`src/rtl/cp0_irq_vec_if.sv`:
```
// Pipeline <-> CP0 interrupt unit bus: register access, interrupt handshake and force-jump.
interface cp0_irq_vec_if;
    logic [1:0]  oper;
    logic [4:0]  addr_r;
    logic [31:0] data_r;
    logic [4:0]  addr_w;
    logic [31:0] data_w;
    logic        ir_en;
    logic [31:0] ret_addr;
    logic        jump_en;
    logic [31:0] jump_addr;
    logic        ir;
    logic        ir_valid;
    logic        ir_wait;
    logic [2:0]  ir_chan;

    modport master (
        output oper, addr_r, addr_w, data_w, ir_en, ret_addr,
        input  data_r, jump_en, jump_addr, ir, ir_valid, ir_wait, ir_chan
    );

    modport slave (
        input  oper, addr_r, addr_w, data_w, ir_en, ret_addr,
        output data_r, jump_en, jump_addr, ir, ir_valid, ir_wait, ir_chan
    );
endinterface

```
`src/rtl/cp0_irq_vec.sv`:
```
// Multi-line CP0 interrupt unit with fixed priority and per-channel vectoring.
// Define CP0_IR_EDGE_EN for sticky rising-edge pending bits; default is level mode.
module cp0_irq_vec #(
    parameter int          N_IR      = 4,
    parameter int          VEC_SHIFT = 4,
    parameter logic [31:0] EBASE_RST = 32'h0000_0100
) (
    input  logic            clk,
    input  logic            rst,
    input  logic [N_IR-1:0] ir_in,
    cp0_irq_vec_if.slave    bus
);
    localparam logic [1:0] OP_MTC0  = 2'd2;
    localparam logic [1:0] OP_ERET  = 2'd3;
    localparam logic [4:0] A_STATUS = 5'd12;
    localparam logic [4:0] A_CAUSE  = 5'd13;
    localparam logic [4:0] A_EPC    = 5'd14;
    localparam logic [4:0] A_EBASE  = 5'd15;

    typedef enum logic [1:0] {IDLE, WAIT, HANDLER} state_t;

    state_t          state;
    logic [N_IR-1:0] ir_sync;
    logic [N_IR-1:0] ip;
    logic [N_IR-1:0] im;
    logic            ie;
    logic            exl;
    logic [2:0]      chan;
    logic [31:0]     epc;
    logic [31:0]     ebase;

    logic [N_IR-1:0] pend;
    logic            req;
    logic [2:0]      winner;
    logic            mtc0;
    logic            ie_clear;
    logic            take;
    logic            eret_go;
    logic            ir_int;

    assign pend     = ip & im;
    assign req      = ie & ~exl & (|pend);
    assign mtc0     = (bus.oper == OP_MTC0);
    assign ie_clear = mtc0 && (bus.addr_w == A_STATUS) && !bus.data_w[0];
    // A software write that disables interrupts beats a take in the same cycle.
    assign take     = (state == WAIT) && req && bus.ir_en && !ie_clear;
    assign eret_go  = (bus.oper == OP_ERET) && exl;
    assign ir_int   = (state == WAIT) && req;

    always_comb begin
        winner = '0;
        for (int i = 0; i < N_IR; i++)
            if (pend[i]) winner = 3'(i);
    end

    assign bus.ir       = ir_int;
    assign bus.ir_wait  = ir_int & ~bus.ir_en;
    assign bus.ir_valid = take;
    assign bus.ir_chan  = winner;
    assign bus.jump_en  = take | eret_go;

    always_comb begin
        bus.jump_addr = ebase;
        if (take)
            bus.jump_addr = ebase + (32'(winner) << VEC_SHIFT);
        else if (eret_go)
            bus.jump_addr = epc;
    end

    always_comb begin
        bus.data_r = '0;
        case (bus.addr_r)
            A_STATUS: begin
                bus.data_r[8 +: N_IR] = im;
                bus.data_r[1]         = exl;
                bus.data_r[0]         = ie;
            end
            A_CAUSE: begin
                bus.data_r[18:16]     = chan;
                bus.data_r[8 +: N_IR] = ip;
            end
            A_EPC:   bus.data_r = epc;
            A_EBASE: bus.data_r = ebase;
            default: bus.data_r = '0;
        endcase
    end

`ifdef CP0_IR_EDGE_EN
    logic [N_IR-1:0] ir_prev;
    logic [N_IR-1:0] ip_clr;

    // Pending bits clear when their channel is taken or software writes a 0.
    always_comb begin
        ip_clr = '0;
        for (int i = 0; i < N_IR; i++)
            if (take && winner == 3'(i)) ip_clr[i] = 1'b1;
        if (mtc0 && bus.addr_w == A_CAUSE)
            ip_clr = ip_clr | ~bus.data_w[8 +: N_IR];
    end
`endif

    always_ff @(posedge clk) begin
        if (rst) begin
            state   <= IDLE;
            ir_sync <= '0;
            ip      <= '0;
            im      <= '0;
            ie      <= 1'b0;
            exl     <= 1'b0;
            chan    <= '0;
            epc     <= '0;
            ebase   <= EBASE_RST;
`ifdef CP0_IR_EDGE_EN
            ir_prev <= '0;
`endif
        end else begin
            ir_sync <= ir_in;
`ifdef CP0_IR_EDGE_EN
            ir_prev <= ir_sync;
            ip      <= (ip & ~ip_clr) | (ir_sync & ~ir_prev);
`else
            ip      <= ir_sync;
`endif
            if (mtc0) begin
                case (bus.addr_w)
                    A_STATUS: begin
                        im  <= bus.data_w[8 +: N_IR];
                        exl <= bus.data_w[1];
                        ie  <= bus.data_w[0];
                    end
                    A_EPC:   epc   <= bus.data_w;
                    A_EBASE: ebase <= bus.data_w;
                    default: ;
                endcase
            end
            // Hardware updates on take/ERET override a same-cycle MTC0.
            if (take) begin
                epc  <= bus.ret_addr;
                exl  <= 1'b1;
                chan <= winner;
            end
            if (eret_go)
                exl <= 1'b0;

            case (state)
                IDLE:    if (req) state <= WAIT;
                WAIT: begin
                    if (take)
                        state <= HANDLER;
                    else if (!req || ie_clear)
                        state <= IDLE;
                end
                HANDLER: ;
                default: state <= IDLE;
            endcase
            if (eret_go)
                state <= IDLE;
        end
    end
endmodule
```
`src/flat_wrapper.sv`:
```
// flat-port wrapper written by rule: the top's interface ports become plain ports
module cp0_irq_vec_flat 
#(
    parameter int          N_IR      = 4,
    parameter int          VEC_SHIFT = 4,
    parameter logic [31:0] EBASE_RST = 32'h0000_0100
)
  (clk, rst, ir_in, bus_oper, bus_addr_r, bus_addr_w, bus_data_w, bus_ir_en, bus_ret_addr, bus_data_r, bus_jump_en, bus_jump_addr, bus_ir, bus_ir_valid, bus_ir_wait, bus_ir_chan);
  cp0_irq_vec_if bus_i ();
  input  logic clk;
  input  logic rst;
  input  logic [N_IR-1:0] ir_in;
  input wire logic [$bits(bus_i.oper)-1:0] bus_oper;
  input wire logic [$bits(bus_i.addr_r)-1:0] bus_addr_r;
  input wire logic [$bits(bus_i.addr_w)-1:0] bus_addr_w;
  input wire logic [$bits(bus_i.data_w)-1:0] bus_data_w;
  input wire logic [$bits(bus_i.ir_en)-1:0] bus_ir_en;
  input wire logic [$bits(bus_i.ret_addr)-1:0] bus_ret_addr;
  output wire logic [$bits(bus_i.data_r)-1:0] bus_data_r;
  output wire logic [$bits(bus_i.jump_en)-1:0] bus_jump_en;
  output wire logic [$bits(bus_i.jump_addr)-1:0] bus_jump_addr;
  output wire logic [$bits(bus_i.ir)-1:0] bus_ir;
  output wire logic [$bits(bus_i.ir_valid)-1:0] bus_ir_valid;
  output wire logic [$bits(bus_i.ir_wait)-1:0] bus_ir_wait;
  output wire logic [$bits(bus_i.ir_chan)-1:0] bus_ir_chan;
  assign bus_i.oper = bus_oper;
  assign bus_i.addr_r = bus_addr_r;
  assign bus_i.addr_w = bus_addr_w;
  assign bus_i.data_w = bus_data_w;
  assign bus_i.ir_en = bus_ir_en;
  assign bus_i.ret_addr = bus_ret_addr;
  assign bus_data_r = bus_i.data_r;
  assign bus_jump_en = bus_i.jump_en;
  assign bus_jump_addr = bus_i.jump_addr;
  assign bus_ir = bus_i.ir;
  assign bus_ir_valid = bus_i.ir_valid;
  assign bus_ir_wait = bus_i.ir_wait;
  assign bus_ir_chan = bus_i.ir_chan;
  cp0_irq_vec #(.N_IR(N_IR), .VEC_SHIFT(VEC_SHIFT), .EBASE_RST(EBASE_RST)) u_core (.clk(clk), .rst(rst), .ir_in(ir_in), .bus(bus_i));
endmodule
```
`config.mk`:
```
export PLATFORM = sky130hd
export DESIGN_NAME = cp0_irq_vec_flat
export DESIGN_NICKNAME = d
export VERILOG_FILES = /design/src/rtl/cp0_irq_vec_if.sv /design/src/rtl/cp0_irq_vec.sv /design/src/flat_wrapper.sv
export SDC_FILE = /design/constraint.sdc
export NUM_CORES = 1
export LEC_CHECK = 0
export CAP_MARGIN = 15
export CORE_MARGIN = 1.5
export CORE_UTILIZATION = 43
export DETAILED_ROUTE_END_ITERATION = 7
export PLACE_DENSITY = 0.78
export SYNTH_ARGS = -nofsm -noshare
export SYNTH_HDL_FRONTEND = slang
export SYNTH_SLANG_ARGS = --single-unit
```
`constraint.sdc`:
```
create_clock -name clk -period 2.4 [get_ports clk]
set_clock_uncertainty 0.1 [all_clocks]
set_input_delay 0.6 -clock clk [delete_from_list [all_inputs] [get_ports clk]]
set_output_delay 0.6 -clock clk [all_outputs]
set_load 0.1 [all_outputs]
```
==> results of run 1 <==
==> final timing paths <==
path                           endpoint  slack [ns]  cells after the start
max                   bus_jump_addr[22]       -1.16                     10
min             u_core.ip[3]$_SDFF_PP0_        0.35                      1
max reg2reg  u_core.epc[6]$_SDFFE_PP0P_       -0.10                     10
min reg2reg     u_core.ip[3]$_SDFF_PP0_        0.35                      1
==> cells by family (layout without fill, tap and decap cells) <==
logic type / Yosys count / after routing / synth area share [%]
flops: 82 / 82 / 33.1
other cells: 1 / 1 / 0.0757
compound gates: 145 / 145 / 22.2
mux: 67 / 67 / 13.5
simple gates: 271 / 271 / 24.5
buf+inv: 60 / 323 / 5.63
fa+ha+maj: 3 / 3 / 0.909
==> per-stage QoR <==
step / setup TNS (ns) / std cells / setup WS (ns) / utilization [%] / power (uW)
5_1_grt: -34.12 / 1035 / -1.20 / 87.9 / 3340
2_1_floorplan: -23.46 / 629 / -1.46 / - / 1560
3_3_place_gp: -39.50 / 986 / -0.900 / 77.4 / 1790
4_1_cts: -24.49 / 1021 / -0.903 / 83.9 / 3200
3_5_place_dp: -42.06 / 986 / -0.947 / 77.4 / 1800
6_report: -32.17 / 1035 / -1.16 / 87.9 / 3270
==> worst max-delay path, stage by stage, from the launching register on <==
cell     delay (ns)
dfxtp_2        0.34
nand2_2        0.09
a32o_4         0.23
ha_4           0.17
fa_2           0.28
nand3_4        0.12
nor2_4         0.17
nand4_1        0.29
o211a_1        0.32
a211o_4        0.32
buf_12         0.17
==> sequential cells by signal, summed over array words and instances, names as in the netlist <==
signal	count
u_core.ebase	32
u_core.epc	32
u_core.im	4
u_core.ip	4
u_core.ir_sync	4
u_core.chan	2
u_core.state	2
u_core.exl	1
u_core.ie	1
==> metal layers <==
metal	vias to the layer above	global-route usage (%)	wire, um
met5	-	0	0
met4	0	22.8	2390
met3	247	6.82	3110
met2	696	61.3	12400
met1	3228	44.1	8960
li1	2787	-	-
==> area by class of cell <==
class | count | area, um^2 | share of cell area, %
clock buffers | 12 | 256 | 2.58
flip-flops and latches | 82 | 1650 | 16.6
inverters | 10 | 53.8 | 0.541
multi-input cells | 487 | 4130 | 41.5
repair buffers | 297 | 3630 | 36.5
clock inverters | 4 | 50.0 | 0.503
well taps | 143 | 179 | 1.80
==> power by group through the flow <==
| stage | registers (uW) | logic (uW) | clock network (uW) |
|---|---|---|---|
| finish | 1380 | 432 | 1460 |
| CTS | 1380 | 392 | 1430 |
| floorplan | 1410 | 150 | 0 |
| detailed placement | 1410 | 387 | 0 |
| global route | 1380 | 444 | 1510 |
| global placement | 1410 | 382 | 0 |
==> cells in the final DEF (no fill, tap or decap), types with 4 or more instances in the layout <==
| cell type | n |
|---|---|
| dfxtp_2 | 5 |
| clkbuf_16 | 11 |
| nor3_1 | 4 |
| inv_1 | 6 |
| buf_8 | 7 |
| buf_4 | 92 |
| buf_2 | 5 |
| mux2i_2 | 4 |
| o211ai_1 | 10 |
| nor2_1 | 44 |
| a211oi_2 | 21 |
| clkdlybuf4s50_1 | 70 |
| nand2_2 | 6 |
| a211oi_1 | 12 |
| a22oi_2 | 12 |
| o21ai_4 | 12 |
| o311ai_4 | 5 |
| mux2i_1 | 62 |
| nand2_4 | 11 |
| o311ai_2 | 4 |
| buf_6 | 35 |
| nor2_4 | 28 |
| dfxtp_1 | 77 |
| a21oi_1 | 38 |
| buf_12 | 79 |
| nand3_4 | 10 |
| nand3_1 | 7 |
| nand2_1 | 106 |
| nand4_1 | 10 |
| o21ai_2 | 4 |
| nor2b_1 | 8 |
==> cells in the mapped netlist, types with 2 or more instances <==
master / count / area (um^2)
o22ai_1: 2 / 12.5
nor3_1: 7 / 35.0
a22oi_1: 12 / 90.1
buf_6: 3 / 33.8
o211ai_1: 10 / 75.1
nor2b_1: 8 / 50.1
dfxtp_1: 82 / 1640
a21oi_1: 41 / 205
nand4_1: 10 / 62.6
or4_1: 3 / 22.5
a22o_1: 4 / 35.0
nor4_1: 2 / 12.5
a32oi_1: 2 / 17.5
or3_1: 5 / 31.3
nand3_1: 20 / 100
nand2_1: 123 / 462
a222oi_1: 2 / 20.0
nand4b_1: 2 / 17.5
nor4b_1: 2 / 17.5
inv_1: 9 / 33.8
and3_1: 4 / 25.0
buf_2: 13 / 65.1
o21ai_0: 15 / 75.1
o311ai_1: 4 / 35.0
buf_4: 3 / 22.5
nor2_1: 75 / 282
a211oi_2: 20 / 250
o311ai_0: 6 / 52.6
ha_1: 2 / 25.0
mux2i_1: 67 / 671
clkbuf_1: 27 / 101
a211oi_1: 13 / 97.6
clkbuf_2: 3 / 15.0
a221oi_1: 2 / 17.5
==> what timing repair did <==
action                     4_1_cts  5_1_grt
pin swaps                       41       43
setup endpoints to repair       68       77
resized for setup               92       79
hold buffers                     0        0
buffers inserted                19       16
gates cloned                     2        2
==> summary.md, run 1 <==
| Metric | Value |
|---|---|
| Via count | `6958` |
| Detailed-route DRC error count | `0` |
| # fillers | `469` |
| H-Tree Level Count | `3` |
| Area of all placed cells without fillers | `0.00995 mm^2` |
| CTS sink cnt | `82` |
| Reg power frac | `42.3%` |
| F_max | `~0.28 GHz` |
| Power share of the clock group | `44.5%` |
| Die ar. | `about 0.012 mm^2` |
| Ant. Diodes | `0` |
| RSZ-0062 raised after global routing | `yes` |
| FF-to-FF Start | `u_core.ip[2]$_SDFF_PP0_` |
| CP max FO | `3` |
| Final GP Congestion | `0.934` |
| Post-DP Area | `0.00877 mm^2` |
| Routed WL | `approximately 27000 um` |
| Synthesized area | `0.00495 mm^2` |
| WP data arrival | `2.86 ns` |
| Gate Count Post-Synth | `629` |
| Fraction of registers with async set/reset | `0%` |
| Nets | `around 1000` |
| Initial antenna violation count | `0` |
| TritonCTS Buffers | `9` |
| Synth-to-layout area growth | `101%` |
| Fin worst setup slack | `-1.16 ns` |
| Main synth FF type | `dfxtp_1` |
| Synth Warn # | `0` |
| Sequential area share after synthesis | `33.1%` |
| Combinational fraction of design power | `13.2%` |
| Drt pass-1 iters | `6` |
| Worst hold path class | `flip-flop to flip-flop` |
| Outcome | `complete, but fails checks` |
| Setup Viol. Count Final | `88` |
| Width of the chip | `110 um` |
| Max rail drop VDD | `308 uV` |
| Max-cap viol count | `0` |
| Average vias per placed instance | `6.72` |
| Setup crit end kind | `output pin` |
| Netlist cell types | `60` |
| Int Pwr | `2450 uW` |
| Chip height | `110 um` |
| Static Leak | `0.00395 uW` |
| Slew at the pin closest to its max-slew limit | `0.477 ns` |
| CTS tree | `yes` |
| Port bufs | `152` |
| Root buf cell | `clkbuf_16` |
| Clk slew on worst S/H paths | `~0.060 ns` |
| Failing checks | `negative setup slack` |
| Core Box Area | `0.0113 mm^2` |
| Worst slew margin | `67.3%` |
| Crit path required time | `1.70 ns` |
| Sw power | `about 820 uW` |
| Crit path launch | `u_core.ip[2]$_SDFF_PP0_` |
| EDFF count, synth | `0` |
| Syn_nets | `715` |
| Share of post-route cells with drive strength above 1 | `45.9%` |
| Final worst path period need | `approximately 3.6 ns` |
| Total GRT Usage | `between 30% and 40%` |
| Std cell rows | `39` |
| Critical setup path kind | `flip-flop to output pin` |
| Clk buf depth | `2` |
| Avg Cell Area, Syn | `7.88 um^2` |
| Period utilization | `148%` |
| Largest net degree at the start of global routing | `83` |
| Power Dens Cells | `329 mW/mm^2` |
| Net Sw Frac | `25.1%` |
| Worst-Skew Late Latency | `0.35 ns` |
| Routed Antenna Nets | `0` |
| Top Ports | `154` |
| Final Max Slew Viols | `0` |
| Crit path launch type | `flip-flop` |
| Global route overflow | `0` |
| Hold_sp | `u_core.ir_sync[3]$_SDFF_PP0_` |
| Starting Density | `between 40% and 50%` |
| Vias in the first global route | `6499` |
| First-pass GRT wire length | `roughly 34000 um` |
| DP Wirelength | `14000 um` |
| DRT iter0 DRCs | `984` |
| Routed len/inst | `25.9 um` |
| Final hold vios | `0` |
| Worst hold slack | `0.350 ns` |
| #FFs+latches synth | `82` |
(Power assumes the default switching activity.)
==> run 2, diff against run 1 <==
--- a/config.mk
+++ b/config.mk
@@ -6,7 +6,7 @@
 export NUM_CORES = 1
 export LEC_CHECK = 0
 export CAP_MARGIN = 15
-export CORE_MARGIN = 1.5
+export CORE_MARGIN = 10
 export CORE_UTILIZATION = 43
 export DETAILED_ROUTE_END_ITERATION = 7
 export PLACE_DENSITY = 0.78
==> run 2 against run 1 <==
Effect of this change: the flow still finishes with violations (negative setup slack); via count down 3.9%; combinational power is 3% lower; clock-buffer cell count down 2; cell count decreased by 0.87%; die area is 33% higher; worst setup slack improved by 0.10 ns; worst hold slack improved by 0.0060 ns.
==> summary.md, run 2 (synthesis gave the netlist of run 1 again) <==
| Metric | Value |
|---|---|
| H-Tree Level Count | `3` |
| Global route overflow | `0` |
| Die ar. | `0.0162 mm^2` |
| CP max FO | `5` |
| CTS sink cnt | `82` |
| Most common cell after layout, fill and taps aside | `nand2_1` |
| WP data arrival | `2.76 ns` |
| Flop2flop setup slack | `0.01 ns` |
| Vias in the first global route | `6607` |
| Initial antenna violation count | `0` |
| Max rail drop VDD | `415 uV` |
| Outcome | `complete, but fails checks` |
| Total power | `between 3000 and 4000 uW` |
| Critical setup path kind | `flip-flop to output pin` |
| Max-cap viol count | `0` |
| CP delay by family, top | `buffers and inverters` |
| Static Leak | `0.00385 uW` |
| Setup crit end kind | `output pin` |
| Top flop regs | `u_core.ebase: 32 flops, u_core.epc: 32 flops` |
| # fillers | `534` |
| Post-DP Area | `about 0.0088 mm^2` |
| Top Ports | `154` |
| Synth-to-layout area growth | `97.8%` |
| Slew at the pin closest to its max-slew limit | `0.574 ns` |
| Most frequent cells in the layout | `nand2_1, buf_4, buf_12` |
| DP Wirelength | `15700 um` |
| Final worst path period need | `3.46 ns` |
| Root buf cell | `clkbuf_16` |
| First-pass GRT wire length | `37000 um` |
| Period utilization | `144%` |
| Finished Layout Cells | `1026` |
| Width of the chip | `127 um` |
| Worst-Skew Late Latency | `0.35 ns` |
| Clk buf depth | `2` |
| Setup Viol. Count Final | `42` |
| Failing checks | `negative setup slack` |
| Crit path top cell by count | `buf_6` |
| Total GRT Usage | `28.2%` |
| Footprint of the multi-input gates | `0.00411 mm^2` |
| F_max | `0.289 GHz` |
| Crit-path slowest cell | `dfxtp_2` |
| Crit path required time | `1.70 ns` |
| Storage cell area | `0.00165 mm^2` |
| DP Worst Slack | `-0.919 ns` |
| DRT iter0 DRCs | `852` |
| Detailed-route DRC error count | `0` |
| Ant. Diodes | `0` |
| Routed len/inst | `between 20 and 30 um` |
| Buffers and inverters on the worst path | `5` |
| Placed cells | `between 900 and 1000` |
| Final Max Slew Viols | `0` |
| Crit path launch type | `flip-flop` |
| Crit path largest cell delay | `between 0.3 and 0.4 ns` |
| Area of all placed cells without fillers | `a little under 0.01 mm^2` |
| Clk slew on worst S/H paths | `roughly 0.06 ns` |
| Routed WL | `26900 um` |
| CP Cell Sequence | `buf_4, buf_6, a22o_4, ha_4, a21oi_4, nor3_4, buf_6, buf_6, nand3_4, mux2i_4, o21ai_4, buf_12` |
| TritonCTS Buffers | `9` |
| Core Util, Final | `86.2%` |
| Share of post-route cells with drive strength above 1 | `45.0%` |
| Worst slew margin | `between 60% and 70%` |
| Chip height | `127 um` |
| Core Box Area | `about 0.011 mm^2` |
| Starting Density | `a little over two fifths` |
| Average vias per placed instance | `around 6.5` |
| Std cell rows | `39` |
| Fin worst setup slack | `-1.06 ns` |
| Final GP Congestion | `0.898` |
| RSZ-0062 raised after global routing | `yes` |
| Largest net degree at the start of global routing | `83` |
| Via count | `6684` |
| Final hold vios | `0` |
| Routed Antenna Nets | `0` |
| Power Dens Cells | `327 mW/mm^2` |
| Port bufs | `about 150` |
| Nets | `965` |
| Worst hold path class | `flip-flop to flip-flop` |
| Drt pass-1 iters | `6` |
| CTS tree | `yes` |
==> run 2: cell types whose count changed in the layout (fill, tap and decap cells not counted), moves of 3 or more <==
| cell | delta |
|---|---|
| a22oi_2 | -4 |
| buf_6 | -7 |
| nand2_4 | -5 |
| dlygate4sd2_1 | +3 |
| buf_4 | +4 |
| buf_2 | -3 |
| a22oi_1 | +4 |
| nand2_2 | +6 |
==> run 2: worst paths after layout <==
check / cells past startpoint / end / startpoint
worst min-delay path: 1 / u_core.ip[3]$_SDFF_PP0_ / u_core.ir_sync[3]$_SDFF_PP0_
worst min register to register: 1 / u_core.ip[3]$_SDFF_PP0_ / u_core.ir_sync[3]$_SDFF_PP0_
worst max register to register: 9 / u_core.epc[11]$_SDFFE_PP0P_ / u_core.im[2]$_SDFFE_PP0N_
worst max-delay path: 12 / bus_jump_addr[31] / u_core.im[2]$_SDFFE_PP0N_
==> run 2: through the flow <==
step / hold slack [ns] / setup TNS [ns]
after floorplan: 0.314 / -23.46
after global placement: 0.320 / -36.55
after detailed placement: 0.322 / -41.95
after CTS: 0.336 / -23.42
after global routing: 0.363 / -30.92
final: 0.356 / -29.81
==> run 2: routing by layer <==
layer  share of wire [%]  vias up  global-route usage [%]
met2                  49      572                    49.0
met4                 6.2        0                    14.7
met5                   0        -                       0
met3                  10      168                    6.74
met1                  35     3175                    31.2
li1                    -     2769                       -
==> run 2: layout make-up <==
| class | instances | area share, % |
|---|---|---|
| Multi-Input combinational cell | 487 | 41.9 |
| Timing Repair Buffer | 289 | 35.9 |
| Sequential cell | 82 | 16.8 |
| Clock inverter | 5 | 0.574 |
| Clock buffer | 10 | 2.34 |
| Inverter | 10 | 0.549 |
| Tap cell | 143 | 1.83 |
==> run 2: power by group <==
part           total [uW]  switching, uW  internal, uW
Combinational         421            213           208
Clock                1400            601           800
Sequential           1380           9.92          1370
Total                3200            824          2380
==> run 2: repair_timing <==
item,4_1_cts,5_1_grt
buffers inserted,15,11
pin swaps,30,28
setup endpoints to repair,68,47
gates resized for setup,104,53
hold buffers,0,0
endpoints found under the hold margin,0,0
cloned,2,0
